==> config.mk <==
export PLATFORM = sky130hd
export DESIGN_NAME = vt_strand_encoder
export DESIGN_NICKNAME = d
export VERILOG_FILES = /design/src/rtl/vt_strand_encoder.sv
export SDC_FILE = /design/constraint.sdc
export NUM_CORES = 1
export LEC_CHECK = 0
export CAP_MARGIN = 20
export CORE_MARGIN = 1.5
export CORE_UTILIZATION = 55
export CTS_CLUSTER_SIZE = 24
export DETAILED_ROUTE_END_ITERATION = 16
export PLACE_DENSITY = 0.81
export SYNTH_ARGS = -nofsm -noshare
export SYNTH_HDL_FRONTEND = slang
export SYNTH_SLANG_ARGS = --single-unit
==> constraint.sdc <==
create_clock -name clk -period 2.9 [get_ports clk]
set_input_delay 0.435 -clock clk [delete_from_list [all_inputs] [get_ports clk]]
set_output_delay 0.435 -clock clk [all_outputs]
set_load 0.1 [all_outputs]
==> src/rtl/vt_strand_encoder.sv <==
// Serial Varshamov-Tenengolts strand encoder.
// A K-bit message is spread over the non-power-of-two positions of an n-bit
// codeword. The weighted syndrome sum(i*x_i) mod (n+1) is then accumulated
// one position per cycle. The check bits at positions 1, 2, 4, ... are set so
// that the final residue equals a.
module vt_strand_encoder #(
    parameter int n = 5,
    parameter int a = 3
) (
    input  logic                         clk,
    input  logic                         rst_n,
    input  logic                         start,
    input  logic [n-$clog2(n+1)-1:0]     msg,
    output logic [n-1:0]                 strand,
    output logic                         busy,
    output logic                         done
);

    // Number of check bits and message width.
    localparam int M   = $clog2(n + 1);
    localparam int K   = n - M;
    localparam int MOD = n + 1;

    // Constants sized to the arithmetic they feed. One extra bit holds sums
    // that may briefly exceed n.
    localparam logic [M:0]   mod_w    = MOD[M:0];
    localparam logic [M:0]   a_w      = a[M:0];
    localparam logic [M-1:0] last_pos = n[M-1:0];

    // Reject parameter sets that cannot form a valid code.
    generate
        if (n < 3) begin : g_bad_n
            $error("vt_strand_encoder: n must be at least 3");
        end
        if (a < 0 || a > n) begin : g_bad_a
            $error("vt_strand_encoder: a must lie in 0..n");
        end
    endgenerate

    typedef enum logic [1:0] {
        IDLE  = 2'd0,
        ACCUM = 2'd1,
        FINAL = 2'd2
    } state_t;

    // Place message bits on the data positions (the non-powers of two),
    // lowest message bit first. Check positions are left at zero.
    function automatic logic [n-1:0] place_data(input logic [K-1:0] m);
        logic [n-1:0] v;
        int           k;
        v = '0;
        k = 0;
        for (int p = 1; p <= n; p++) begin
            if ((p & (p - 1)) != 0) begin
                v[p-1] = m[k];
                k++;
            end
        end
        return v;
    endfunction

    // Place bit j of the correction value on check position 2^j.
    function automatic logic [n-1:0] place_check(input logic [M-1:0] d);
        logic [n-1:0] v;
        v = '0;
        for (int j = 0; j < M; j++) begin
            v[(1 << j) - 1] = d[j];
        end
        return v;
    endfunction

    state_t       state;
    state_t       state_nxt;

    logic [K-1:0] msg_q;     // message captured on the accepting edge
    logic [M-1:0] acc;       // running syndrome, always in 0..n
    logic [M-1:0] idx;       // position under evaluation, 1..n

    logic         accept;
    logic         step;
    logic         fin;

    logic [n:0]   placed_ext;
    logic         cur_bit;
    logic [M:0]   acc_sum;
    logic [M-1:0] acc_add;
    logic [M:0]   diff;
    logic [M-1:0] d_val;
    logic [n-1:0] code_word;

    // State register.
    always_ff @(posedge clk or negedge rst_n) begin
        if (!rst_n) begin
            state <= IDLE;
        end else begin
            // NOTE: registered state always uses non-blocking assignment, so
            // every flop samples values from before the edge and the order of
            // statements does not matter.
            state <= state_nxt;
        end
    end

    // Next-state logic: one pass over positions 1..n, then one FINAL cycle.
    always_comb begin
        // NOTE: assigning a default first means every path drives the
        // variable, so no latch is inferred when a case arm omits it.
        state_nxt = state;
        unique case (state)
            IDLE:    if (start) state_nxt = ACCUM;
            ACCUM:   if (idx == last_pos) state_nxt = FINAL;
            FINAL:   state_nxt = IDLE;
            default: state_nxt = IDLE;
        endcase
    end

    // FSM outputs and datapath strobes decoded from the current state.
    always_comb begin
        busy   = (state != IDLE);
        accept = (state == IDLE) && start;
        step   = (state == ACCUM);
        fin    = (state == FINAL);
    end

    // Syndrome arithmetic. The modulo is a single conditional subtract because
    // both operands are already below n+1.
    always_comb begin
        placed_ext = {place_data(msg_q), 1'b0};
        cur_bit    = placed_ext[idx];

        acc_sum = {1'b0, acc} + {1'b0, idx};
        if (acc_sum >= mod_w) begin
            acc_sum = acc_sum - mod_w;
        end
        acc_add = acc_sum[M-1:0];

        if ({1'b0, acc} <= a_w) begin
            diff = a_w - {1'b0, acc};
        end else begin
            diff = a_w + mod_w - {1'b0, acc};
        end
        d_val     = diff[M-1:0];
        code_word = place_data(msg_q) | place_check(d_val);
    end

    // Datapath registers: capture, accumulate, then publish the codeword.
    always_ff @(posedge clk or negedge rst_n) begin
        if (!rst_n) begin
            msg_q  <= '0;
            acc    <= '0;
            idx    <= '0;
            strand <= '0;
            done   <= 1'b0;
        end else begin
            done <= 1'b0;
            if (accept) begin
                msg_q <= msg;
                acc   <= '0;
                idx   <= M'(1);
            end
            if (step) begin
                if (cur_bit) begin
                    acc <= acc_add;
                end
                idx <= idx + M'(1);
            end
            if (fin) begin
                strand <= code_word;
                done   <= 1'b1;
            end
        end
    end

endmodule

==> results of run 1 <==
## routing by layer
layer  wire length (µm)  vias to the layer above
li1                   -                      268
met1                574                      252
met2                599                       13
met3                 52                        4
met4                 51                        0
met5                  0                        -
## cells by family (layout without fill, tap and decap cells)
| family | after synthesis | after routing | share of synthesized area, % |
|---|---|---|---|
| adder cells (fa/ha/maj) | 6 | 6 | 10.3 |
| buffers and inverters | 6 | 19 | 3.91 |
| XOR/XNOR | 2 | 2 | 2.19 |
| AND/OR/NAND/NOR | 21 | 21 | 12.0 |
| flip-flops | 16 | 16 | 50.0 |
| AO/OA/AOI/OAI | 12 | 12 | 9.37 |
| multiplexers | 9 | 9 | 12.2 |
## synth_stat cells, drive strengths merged, types with 2 or more instances
library cell | count | area share, %
nand2b | 3 | 2.3
o21ai | 6 | 3.7
mux2i | 3 | 3.8
mux2 | 6 | 8.4
nand2 | 12 | 5.6
nor2 | 4 | 1.9
buf | 2 | 2.0
inv | 4 | 1.9
dfrtp | 16 | 50
ha | 5 | 7.8
## final cells by class
| type | instances | area (µm²) |
|---|---|---|
| fill | 107 | 402 |
| sequential | 16 | 400 |
| multi-input combinational | 50 | 369 |
| timing repair buffer | 11 | 92.6 |
| clock buffer | 4 | 36.3 |
| tap | 15 | 18.8 |
| inverter | 4 | 15.0 |
## through the flow
step | hold slack, ns | cell area [µm²] | utilization (%) | std cells | setup WS, ns
4_1_cts | 0.494 | 932 | 69.9 | 100 | 1.05
2_1_floorplan | 0.139 | 801 | - | 72 | 1.22
6_report | 0.488 | 932 | 69.9 | 100 | 1.07
3_3_place_gp | 0.467 | 896 | 67.2 | 96 | 1.18
5_1_grt | 0.526 | 932 | 69.9 | 100 | 0.890
3_5_place_dp | 0.471 | 896 | 67.2 | 96 | 1.07
## registers in the layout, summed over array words and instances, names as in the netlist
register and cells:
strand 5, acc 3, idx 3, msg_q 2
state 2, done 1
## worst max-delay path, stage by stage, from the launching register on
cell,delay [ns]
sky130_fd_sc_hd__dfrtp_1,0.44
sky130_fd_sc_hd__ha_1,0.23
sky130_fd_sc_hd__fa_1,0.38
sky130_fd_sc_hd__xnor2_1,0.19
sky130_fd_sc_hd__nand2_1,0.09
sky130_fd_sc_hd__mux2_2,0.27
sky130_fd_sc_hd__mux2i_1,0.14
## worst paths after layout
kind / end / slack (ns)
setup reg to reg: acc[1] / 1.07
hold / removal: strand[0] / 0.49
setup / recovery: acc[1] / 1.07
max in group asynchronous: msg_q[1] / 1.90
hold reg to reg: strand[0] / 0.49
min in group asynchronous: strand[0] / 0.55
==> results.txt, run 1 <==
----------------------------------------------------
[Floorplan]
  Initial core utilization ... 60.0%
  Die Footprint ... 1690 µm²
  Number of core rows ... 13
  # IOs ... 12
  Vertical extent of the die ... 41.2 µm
  Die W ... 41.2 µm
  Core Region ... 1330 µm²

[Route]
  Post-DR vias/cell ... 5.37
  Routed Antenna Nets ... 0
  Number of optimization iterations in the first detailed-route pass ... 4
  Remaining routing DRC violations ... 0
  Detailed Route Iter0 Violations ... 4
  Total Routed Length ... 1280 µm
  Wire per inst ... 12.8 µm
  Number of vias in the routed layout ... 537

[Placement]
  HPWL Detailed ... 955 µm
  # port buffers ... 11
  Placer congestion estimate ... 0.789

[Run status]
  Status ... finished, final reports clean

[Layout]
  P&R area growth vs syn ... 16.4%
  Layout cells sized above 1 ... 21.2%
  Most common cell after layout, fill and taps aside ... sky130_fd_sc_hd__dfrtp_1
  Most frequent cells in the layout ... 16 x sky130_fd_sc_hd__dfrtp_1, 12 x sky130_fd_sc_hd__nand2_1, 7 x sky130_fd_sc_hd__buf_4
  Nets@finish ... 97
  Number of antenna repair diodes ... 0

[STA]
  Count of pins over their slew limit ... 0
  Aggregate negative setup slack ... 0 ns
  Maximum frequency from static timing analysis ... 0.548 GHz
  Setup violation total in the final timing report ... 0
  Minimum period implied by the final worst setup slack ... 1.83 ns
  Fin Clk Skew ... 0.00744 ns
  Transition time of the tightest slew-check pin ... 0.695 ns
  Portion of the clock cycle consumed by the worst path in the final layout ... 63.0%
  RSZ-0062 raised after global routing ... no
  Max_slew headroom ... 53.5%
  Final hold viol count ... 0

[Clocking]
  Post-CTS setup buffer count ... 0
  Clock net sink count ... 16
  Clock-pin transition on the worst setup and hold timing paths ... 0.10 ns
  Maximum number of buffers from clock root to sink ... 2
  CTS HTree Levels ... 1
  CTS root buffer ... sky130_fd_sc_hd__clkbuf_4
  Quantity of hold-fixing buffers added after cts ... 0
  Insertion delay to the later sink of the worst-skew pair ... 0.29 ns
  Post-cts gate resize count ... 0
  Number of buffers created by CTS ... 3
  Clock tree from TritonCTS ... done

[GRT]
  First-pass GRT wire length ... 2190 µm
  Largest net degree at the start of global routing ... 17
  Total routing usage reported by global routing ... 22.0%
  Global-route congestion overflow total ... 0
  Met2 track utilization from global routing ... 31.6%
  Via count of the first global-routing pass ... 518
  Met1 global-route usage ... 26.1%
  Global routing usage on met3 ... 6.52%
  Top Usage Layer GRT ... met2
  Number of antenna violations at the first check in global routing ... 0

[Setup path]
  Highest net fanout along the worst path ... 6
  Critical Path Sink Type ... flip-flop
  Startpoint types ... flip-flop
  Critical path class ... flip-flop to flip-flop
  Length in cells of the worst reg-to-reg path ... 6
  Startpoint of the lowest-slack register-to-register path ... idx[0]
  Crit. Startpoint ... idx[0]
  CP Data Arrival Time ... 2.05 ns
  Required arrival time at the worst endpoint ... 3.12 ns

[Synth]
  Number of distinct library cells after synthesis ... 23
  Number of synthesized flops with an enable pin ... 0
  Post-Synthesis Cells ... 72
  Syn Nets ... 83
  Average cell area after synthesis ... 11.1 µm²
  Summed instance area of the synthesized netlist ... 801 µm²
  Share of flip-flops with an asynchronous set or reset ... 100%
  Flops & latches, synth ... 16
  Most used flip-flop cell after synthesis ... sky130_fd_sc_hd__dfrtp_1
  Part of the Yosys area used for sequential elements ... 50.0%
  Synthesis Warnings ... 0

[Min path]
  Worst hold path startpoint ... strand[0]
  Worst hold path depth ... 2
  Worst hold-check path type ... flip-flop to flip-flop

[Job]
  Maximum capacitance violations ... 0

----------------------------------------------------
Power of run 1 is left out: the tool's default activity adds up to more than one toggle a clock period on the data nets, which glitch-free logic cannot reach.
==> run 2: changes to the inputs <==
--- a/config.mk
+++ b/config.mk
@@ -7,10 +7,10 @@
 export LEC_CHECK = 0
 export CAP_MARGIN = 20
 export CORE_MARGIN = 1.5
-export CORE_UTILIZATION = 55
+export CORE_UTILIZATION = 51
 export CTS_CLUSTER_SIZE = 24
 export DETAILED_ROUTE_END_ITERATION = 16
-export PLACE_DENSITY = 0.81
+export PLACE_DENSITY = 0.76
 export SYNTH_ARGS = -nofsm -noshare
 export SYNTH_HDL_FRONTEND = slang
 export SYNTH_SLANG_ARGS = --single-unit
==> constraint.sdc (replaced) <==
create_clock -name clk -period 1.7 [get_ports clk]
set_input_delay 0.255 -clock clk [delete_from_list [all_inputs] [get_ports clk]]
set_output_delay 0.255 -clock clk [all_outputs]
set_load 0.1 [all_outputs]
==> run 2 against run 1 <==
Effect of this change:
- first-iteration DRC count grew 100%
- clock skew shrank 0.0059 ns
- design area grew 16%
- critical path type unchanged
- setup slack lost 1.0 ns
- sequential share of layout area shrank 5.8 points
==> results.txt, run 2 (same netlist as run 1, synthesis figures left out) <==
----------------------------------------------------
[Layout]
  P&R area growth vs syn ... 35.2% (was 16.4%)
  Largest reg by FF count ... strand (unchanged)
  Cell area after layout ... 1080 µm² (was 932 µm²)
  Most frequent cells in the layout ... 15 x sky130_fd_sc_hd__dfrtp_1, 11 x sky130_fd_sc_hd__nand2_1, 7 x sky130_fd_sc_hd__buf_12 (was 16 x sky130_fd_sc_hd__dfrtp_1, 12 x sky130_fd_sc_hd__nand2_1, 7 x sky130_fd_sc_hd__buf_4)
  Largest register FFs ... 5 (unchanged)
  Most common cell after layout, fill and taps aside ... sky130_fd_sc_hd__dfrtp_1 (unchanged)
  Largest regs ... strand: 5 flops, acc: 3 flops, idx: 3 flops (unchanged)
  Number of antenna repair diodes ... 0 (unchanged)
  Nets@finish ... 102 (was 97)
  Layout cells sized above 1 ... 32.2% (was 21.2%)
  Final core area utilization ... 72.7% (was 69.9%)

[STA]
  Transition time of the tightest slew-check pin ... 0.326 ns (was 0.695 ns)
  Count of pins over their slew limit ... 0 (unchanged)
  Setup violation total in the final timing report ... 0 (unchanged)
  RSZ-0062 raised after global routing ... yes (was no)
  Minimum period implied by the final worst setup slack ... 1.67 ns (was 1.83 ns)
  Portion of the clock cycle consumed by the worst path in the final layout ... 98.5% (was 63.0%)
  Maximum frequency from static timing analysis ... 0.597 GHz (was 0.548 GHz)
  Min Hold Slack ... 0.306 ns (was 0.488 ns)
  Max_slew headroom ... 78.3% (was 53.5%)
  Final hold viol count ... 0 (unchanged)
  Fin Clk Skew ... 0.00154 ns (was 0.00744 ns)

[GRT]
  Largest net degree at the start of global routing ... 17 (unchanged)
  Number of antenna violations at the first check in global routing ... 0 (unchanged)
  Global routing usage on met3 ... 3.02% (was 6.52%)
  Via count of the first global-routing pass ... 582 (was 518)
  Top Usage Layer GRT ... met2 (unchanged)
  Total routing usage reported by global routing ... 18.1% (was 22.0%)
  Met2 track utilization from global routing ... 29.7% (was 31.6%)
  Met1 global-route usage ... 23.9% (was 26.1%)
  First-pass GRT wire length ... 2440 µm (was 2190 µm)
  Global-route congestion overflow total ... 0 (unchanged)

[Setup path]
  Startpoint types ... flip-flop (unchanged)
  Delay of the slowest critical-path stage ... 0.55 ns (was 0.44 ns)
  Critical Path Sink Type ... flip-flop (unchanged)
  CP top delay family ... adder cells (unchanged)
  Library cell contributing the largest single delay on the critical path ... sky130_fd_sc_hd__fa_2 (was sky130_fd_sc_hd__dfrtp_1)
  Cells along the critical path ... ha_2 -> fa_2 -> nand2_2 -> mux2_4 -> mux2i_1 (was ha_1 -> fa_1 -> xnor2_1 -> nand2_1 -> mux2_2 -> mux2i_1)
  Highest net fanout along the worst path ... 3 (was 6)
  Critical path class ... flip-flop to flip-flop (unchanged)
  CP Data Arrival Time ... 1.87 ns (was 2.05 ns)
  Required arrival time at the worst endpoint ... 1.90 ns (was 3.12 ns)
  Bufs and invs on worst path ... 0 (unchanged)

[Floorplan]
  Vertical extent of the die ... 42.6 µm (was 41.2 µm)
  Die Footprint ... 1820 µm² (was 1690 µm²)
  Number of core rows ... 14 (was 13)
  Core Region ... 1490 µm² (was 1330 µm²)
  # IOs ... 12 (unchanged)
  Initial core utilization ... 53.8% (was 60.0%)
  Die W ... 42.6 µm (was 41.2 µm)

[Route]
  Remaining routing DRC violations ... 0 (unchanged)
  Wire per inst ... 13.1 µm (was 12.8 µm)
  Routed Antenna Nets ... 0 (unchanged)
  Number of optimization iterations in the first detailed-route pass ... 4 (unchanged)
  Number of vias in the routed layout ... 566 (was 537)
  Detailed Route Iter0 Violations ... 8 (was 4)
  Post-DR vias/cell ... 5.34 (was 5.37)
  Total Routed Length ... 1380 µm (was 1280 µm)

[Clocking]
  Clock net sink count ... 16 (unchanged)
  Maximum number of buffers from clock root to sink ... 2 (unchanged)
  Insertion delay to the later sink of the worst-skew pair ... 0.27 ns (was 0.29 ns)
  Clock-pin transition on the worst setup and hold timing paths ... 0.09 ns (was 0.10 ns)
  Number of buffers created by CTS ... 3 (unchanged)
  Clock tree from TritonCTS ... done (unchanged)
  Post-CTS setup buffer count ... 0 (unchanged)
  CTS HTree Levels ... 1 (unchanged)
  CTS root buffer ... sky130_fd_sc_hd__clkbuf_4 (unchanged)

[Min path]
  Worst hold-check path type ... input port to async pin (was flip-flop to flip-flop)

[Placement]
  # port buffers ... 11 (unchanged)
  HPWL Detailed ... 1120 µm (was 955 µm)
  Cell area after placement ... 1020 µm² (was 896 µm²)
  Placer congestion estimate ... 0.715 (was 0.789)

[Job]
  Maximum capacitance violations ... 0 (unchanged)

[Run status]
  Status ... finished, final reports clean (unchanged)

----------------------------------------------------
run 2: changes by cell type in the layout (fill, tap and decap cells not counted), sizes merged:
cell / before / now
buf: 7 / 12
run 2: repair_timing:
action | 4_1_cts | 5_1_grt
pin swaps | 2 | 1
hold buffers | 0 | 0
resized for setup | 3 | 4
setup endpoints to repair | 1 | 2
run 2: per-stage QoR:
| stage | setup WS, ns | TNS [ns] | std cells |
|---|---|---|---|
| final | 0.0255 | 0 | 106 |
| after global routing | -0.0178 | -0.0178 | 106 |
| after CTS | 0.00677 | 0 | 106 |
| after detailed placement | -0.0279 | -0.0279 | 102 |
| after global placement | 0.0316 | 0 | 102 |
| after floorplan | 0.0202 | 0 | 72 |
run 2: cell type report:
class                   count  area [µm²]
fillers                   108         407
flip-flops and latches     16         402
multi-input cells          50         392
repair buffers             16         218
clock buffers               4        36.3
well taps                  16        20.0
inverters                   4        15.0
run 2: path summary, 6_finish.rpt:
kind | from | end | slack (ns) | depth (start not counted)
max in group asynchronous | rst_n | acc[1] | 1.21 | 2
min in group clk | msg_q[1] | strand[4] | 0.54 | 1
setup / recovery | acc[0] | acc[1] | 0.03 | 5
hold reg to reg | msg_q[1] | strand[4] | 0.54 | 1
setup reg to reg | acc[0] | acc[1] | 0.03 | 5
hold / removal | rst_n | idx[1] | 0.31 | 2
run 2: per-layer routing:
layer / share of wire, % / wire length [µm]
met5: 0 / 0
met4: 0 / 0
met3: 2.7 / 37
met2: 52 / 726
met1: 45 / 619
Power of run 2 is left out for the same reason.
==> run 3: changes to the inputs <==
--- a/config.mk
+++ b/config.mk
@@ -8,9 +8,8 @@
 export CAP_MARGIN = 20
 export CORE_MARGIN = 1.5
 export CORE_UTILIZATION = 51
-export CTS_CLUSTER_SIZE = 24
 export DETAILED_ROUTE_END_ITERATION = 16
-export PLACE_DENSITY = 0.76
+export PLACE_DENSITY = 0.73
 export SYNTH_ARGS = -nofsm -noshare
 export SYNTH_HDL_FRONTEND = slang
 export SYNTH_SLANG_ARGS = --single-unit
==> run 3 against run 2 <==
Effect of this change:
- clock skew rose by 0.0019 ns
- first-iteration DRC count is 13% higher
- fmax fell by 0.78%
- wire length grew 7.4%
- count of clock-buffer cells in the layout is 1 lower
- via count increased by 0.18%
- design area is 0.58% lower
- sequential share of layout area is 0.22 points higher
- critical endpoint unchanged
==> results.txt, run 3 (same netlist as run 1, synthesis figures left out) <==
----------------------------------------------------
[Run status]
  Status ... finished, final reports clean (unchanged)

[Placement]
  Placer congestion estimate ... 0.707 (was 0.715)
  # port buffers ... 11 (unchanged)
  HPWL Detailed ... 1110 µm (was 1120 µm)

[STA]
  Fin Clk Skew ... 0.00344 ns (was 0.00154 ns)
  Transition time of the tightest slew-check pin ... 0.322 ns (was 0.326 ns)
  Maximum frequency from static timing analysis ... 0.593 GHz (was 0.597 GHz)
  Minimum period implied by the final worst setup slack ... 1.69 ns (was 1.67 ns)
  Final hold viol count ... 0 (unchanged)
  Setup violation total in the final timing report ... 0 (unchanged)
  Aggregate negative setup slack ... 0 ns (unchanged)
  RSZ-0062 raised after global routing ... yes (unchanged)
  Portion of the clock cycle consumed by the worst path in the final layout ... 99.3% (was 98.5%)
  Count of pins over their slew limit ... 0 (unchanged)
  Max_slew headroom ... 78.6% (was 78.3%)

[Floorplan]
  Vertical extent of the die ... 42.6 µm (unchanged)
  Number of core rows ... 14 (unchanged)
  Die Footprint ... 1820 µm² (unchanged)
  Die W ... 42.6 µm (unchanged)
  # IOs ... 12 (unchanged)
  Core Region ... 1490 µm² (unchanged)
  Initial core utilization ... 53.8% (unchanged)

[Layout]
  Largest regs ... strand: 5 flops, acc: 3 flops, idx: 3 flops (unchanged)
  Most frequent cells in the layout ... 15 x sky130_fd_sc_hd__dfrtp_1, 11 x sky130_fd_sc_hd__nand2_1, 7 x sky130_fd_sc_hd__buf_12 (unchanged)
  P&R area growth vs syn ... 34.4% (was 35.2%)
  Number of antenna repair diodes ... 0 (unchanged)
  Largest register FFs ... 5 (unchanged)
  Nets@finish ... 103 (was 102)
  Largest reg by FF count ... strand (unchanged)
  Register cell area after layout ... 402 µm² (unchanged)
  Area used by multi-input combinational logic ... 392 µm² (unchanged)
  Layout cells sized above 1 ... 32.2% (unchanged)
  Number of fill cells in the layout ... 123 (was 108)
  Most common cell after layout, fill and taps aside ... sky130_fd_sc_hd__dfrtp_1 (unchanged)

[GRT]
  Number of antenna violations at the first check in global routing ... 0 (unchanged)
  Via count of the first global-routing pass ... 589 (was 582)
  First-pass GRT wire length ... 2660 µm (was 2440 µm)
  Total routing usage reported by global routing ... 20.0% (was 18.1%)
  Largest net degree at the start of global routing ... 17 (unchanged)
  Global-route congestion overflow total ... 0 (unchanged)

[Clocking]
  Quantity of hold-fixing buffers added after cts ... 0 (unchanged)
  Clock net sink count ... 16 (unchanged)
  Clock-pin transition on the worst setup and hold timing paths ... 0.09 ns (about the same)
  Clock tree from TritonCTS ... done (unchanged)
  Maximum number of buffers from clock root to sink ... 2 (unchanged)
  CTS HTree Levels ... 1 (unchanged)
  Insertion delay to the later sink of the worst-skew pair ... 0.27 ns (about the same)
  CTS root buffer ... sky130_fd_sc_hd__clkbuf_4 (unchanged)
  Number of buffers created by CTS ... 3 (unchanged)

[Setup path]
  Startpoint types ... flip-flop (unchanged)
  Required arrival time at the worst endpoint ... 1.89 ns (was 1.90 ns)
  Startpoint of the lowest-slack register-to-register path ... acc[0] (unchanged)
  Critical path class ... flip-flop to flip-flop (unchanged)
  Highest net fanout along the worst path ... 3 (unchanged)
  Slack of the worst reg-to-reg path ... 0.01 ns (was 0.03 ns)
  Length in cells of the worst reg-to-reg path ... 5 (unchanged)
  Critical Path Sink Type ... flip-flop (unchanged)
  Capture instance of the worst register-to-register path ... acc[1] (unchanged)
  CP Data Arrival Time ... 1.88 ns (was 1.87 ns)

[Route]
  Number of vias in the routed layout ... 567 (was 566)
  Detailed Route Iter0 Violations ... 9 (was 8)
  Number of optimization iterations in the first detailed-route pass ... 3 (was 4)
  Post-DR vias/cell ... 5.35 (was 5.34)
  Wire per inst ... 14.0 µm (was 13.1 µm)
  Total Routed Length ... 1490 µm (was 1380 µm)
  Remaining routing DRC violations ... 0 (unchanged)
  Routed Antenna Nets ... 0 (unchanged)

[Job]
  Maximum capacitance violations ... 0 (unchanged)

[Min path]
  Worst hold-check path type ... input port to async pin (unchanged)

----------------------------------------------------
run 3: changes by cell type in the layout (fill, tap and decap cells not counted), sizes merged:
cell / previous run / this run
buf: 12 / 13
clkbuf: 4 / 3
run 3: area by class of cell:
| class | instances | area share (%) |
|---|---|---|
| Clock buffer | 3 | 2.09 |
| Sequential cell | 16 | 37.3 |
| Inverter | 4 | 1.40 |
| Multi-Input combinational cell | 50 | 36.4 |
| Tap cell | 16 | 1.86 |
| Timing Repair Buffer | 17 | 20.9 |
run 3: layer usage:
metal / track usage, % / routed length (µm) / vias up / share of wire, %
li1: - / - / 281 / -
met1: 27.1 / 646 / 277 / 43
met2: 32.4 / 796 / 7 / 54
met3: 3.88 / 32 / 2 / 2.2
met4: 5.63 / 11 / 0 / 0.74
met5: 0 / 0 / - / 0
run 3: critical path: stages, from the launching register on:
cell and delay [ns]:
sky130_fd_sc_hd__dfrtp_1 0.39, sky130_fd_sc_hd__ha_2 0.20, sky130_fd_sc_hd__fa_2 0.56, sky130_fd_sc_hd__nand2_2 0.07
sky130_fd_sc_hd__mux2_4 0.26, sky130_fd_sc_hd__mux2i_1 0.13
run 3: how the worst max path moves through the flow:
stage / from / to / slack [ns] / cells after the start
2_1_floorplan: idx[0] / acc[1] / 0.02 / 6
3_3_place_gp: acc[0] / acc[1] / 0.03 / 6
3_5_place_dp: acc[0] / acc[1] / -0.03 / 6
4_1_cts: acc[0] / acc[1] / 0.007 / 6
5_1_grt: acc[0] / acc[1] / -0.05 / 5
6_report: acc[0] / acc[1] / 0.01 / 5
run 3: timing repair:
item,in CTS,in global routing
pin swaps,2,1
gates cloned,0,0
endpoints found under the setup margin,1,2
buffers inserted,0,1
gates resized for setup,3,4
endpoints found under the hold margin,0,0
run 3: per-stage QoR:
step	hold WS [ns]	area, µm²	std cells	util [%]	setup slack (ns)
floorplan	-0.0406	801	72	-	0.0202
global placement	0.514	1020	102	68.7	0.0288
detailed placement	0.529	1020	102	68.7	-0.0329
CTS	0.327	1050	105	70.6	0.00696
global route	0.326	1080	106	72.3	-0.0507
finish	0.318	1080	106	72.3	0.0122
Power of run 3 is left out for the same reason.
==> RTL edit, RTL diff (settings of run 1) <==
Re-encode `state_t` (3 states) as one-hot, 3 bits wide.
--- a/src/rtl/vt_strand_encoder.sv
+++ b/src/rtl/vt_strand_encoder.sv
@@ -38,8 +38,8 @@
     endgenerate
 
-    typedef enum logic [1:0] {
-        IDLE  = 2'd0,
-        ACCUM = 2'd1,
-        FINAL = 2'd2
+    typedef enum logic [2:0] {
+        IDLE  = 3'b001,
+        ACCUM = 3'b010,
+        FINAL = 3'b100
     } state_t;
 
Formal check against the unedited RTL: no difference found for any inputs over 10 cycles, from zero or initial values and one cycle with rst_n low; not proved beyond that.
==> RTL edit against run 1 <==
- via count increased by 14%
- synthesized area increased by 12%
- count of clock-buffer cells in the layout decreased by 1
- core utilization decreased by 1.3 points
- die area increased by 11%
- critical path depth decreased by 3
- wire length increased by 15%
- sequential cell count increased by 1
- cell area increased by 11%
- worst setup slack got worse by 0.0084 ns
- largest cell class is now multi-input gates
- highest routed layer is now met3
==> RTL edit: results (changes against run 1) <==
Synth
  – Fraction of the mapped netlist area in compound gates: 10.4% (+0.99 points)
  – XOR/XNOR share of the synthesized area: 0.980% (-1.2 points)
  – Post-synth cell types: 28 (+22%)
  – Largest cells by area after synthesis: dfrtp_1 45%, mux2_2 8.8%, ha_1 8.4%, mux2i_1 3.4%, nand2_1 3.4%
  – Adder-cell share of the synthesized area: 10.6% (+0.33 points)
  – Post-Syn Nets: 87 (+4.8%)
  – Mux contribution to synthesized area: 12.2% (about the same)
  – Sequential-to-total area share from yosys stat: 47.8% (-2.2 points)

Setup path
  – Critical Path Start: state[0]
  – CP peak stage delay: 0.62 ns (+0.18 ns)
  – Critical Path Slowest Stage Cell: dfstp_2
  – WP data arrival: 1.40 ns (-0.65 ns)

Hold path
  – Worst hold path startpoint: acc[0]
  – Hold Path Depth: 1 (-1)

Global route
  – Largest net degree at the start of global routing: 18 (+1)
  – First-pass GRT wire length: 2620 um (+20%)
  – Met3 usage: 3.83% (-2.7 points)
  – Grt met1 use: 22.5% (-3.6 points)
  – Routing usage on met2: 33.4% (+1.8 points)

Clock network
  – Total clock sinks: 17 (+1)

Timing
  – Clk_skew: 0.00259 ns (-0.00485 ns)
  – Min Hold Slack: 0.508 ns (+0.0196 ns)
  – Slew @ Worst Pin: 0.740 ns (+0.0446 ns)

Routing
  – Met2 wire length: 755 um (+26%)
  – Detailed Route Iter0 Violations: 8 (+4)
  – Max Used Layer: met3
  – DR WL met3: 54 um (+3.8%)
  – Via count: 610 (+14%)

Finish
  – # clk buffers: 3 (-1)
  – Multi-input gate count: 54 (+8.0%)
  – Multi-input gate area: 452 um^2 (+22%)
  – Buffering overhead: 8.96% (-0.97 points)
  – Final Util: 68.6% (-1.3 points)
  – Sequential share of cell area: 41.3% (-1.7 points)
  – Final clock-cell share: 2.66% (-1.2 points)

Placement
  – RePlAce Congestion: 0.708 (-10%)

Status
  – Run status: completed
==> RTL edit: changes by cell type in the layout (fill, tap and decap cells not counted), moves of 2 or more <==
cell | run 1 | this run
a21oi_1 | 1 | 3
nand2_1 | 12 | 8
a21o_1 | 1 | 3
and3_2 | 0 | 2
o21ai_0 | 5 | 2
nand2b_1 | 3 | 1
==> RTL edit: logic make-up (layout without fill, tap and decap cells) <==
group | after synthesis | in the layout
compound gates | 13 | 13
xor+xnor | 1 | 1
fa+ha+maj | 7 | 7
buf+inv | 4 | 19
flops | 17 | 17
mux | 10 | 10
simple gates | 23 | 23
==> RTL edit: stage by stage <==
| step | worst slack, ns | total power [uW] | cells |
|---|---|---|---|
| 2_1_floorplan | 1.09 | 658 | 75 |
| 3_3_place_gp | 1.10 | 734 | 102 |
| 3_5_place_dp | 1.06 | 749 | 102 |
| 4_1_cts | 1.05 | 877 | 106 |
| 5_1_grt | 0.907 | 930 | 106 |
| 6_report | 1.07 | 868 | 106 |
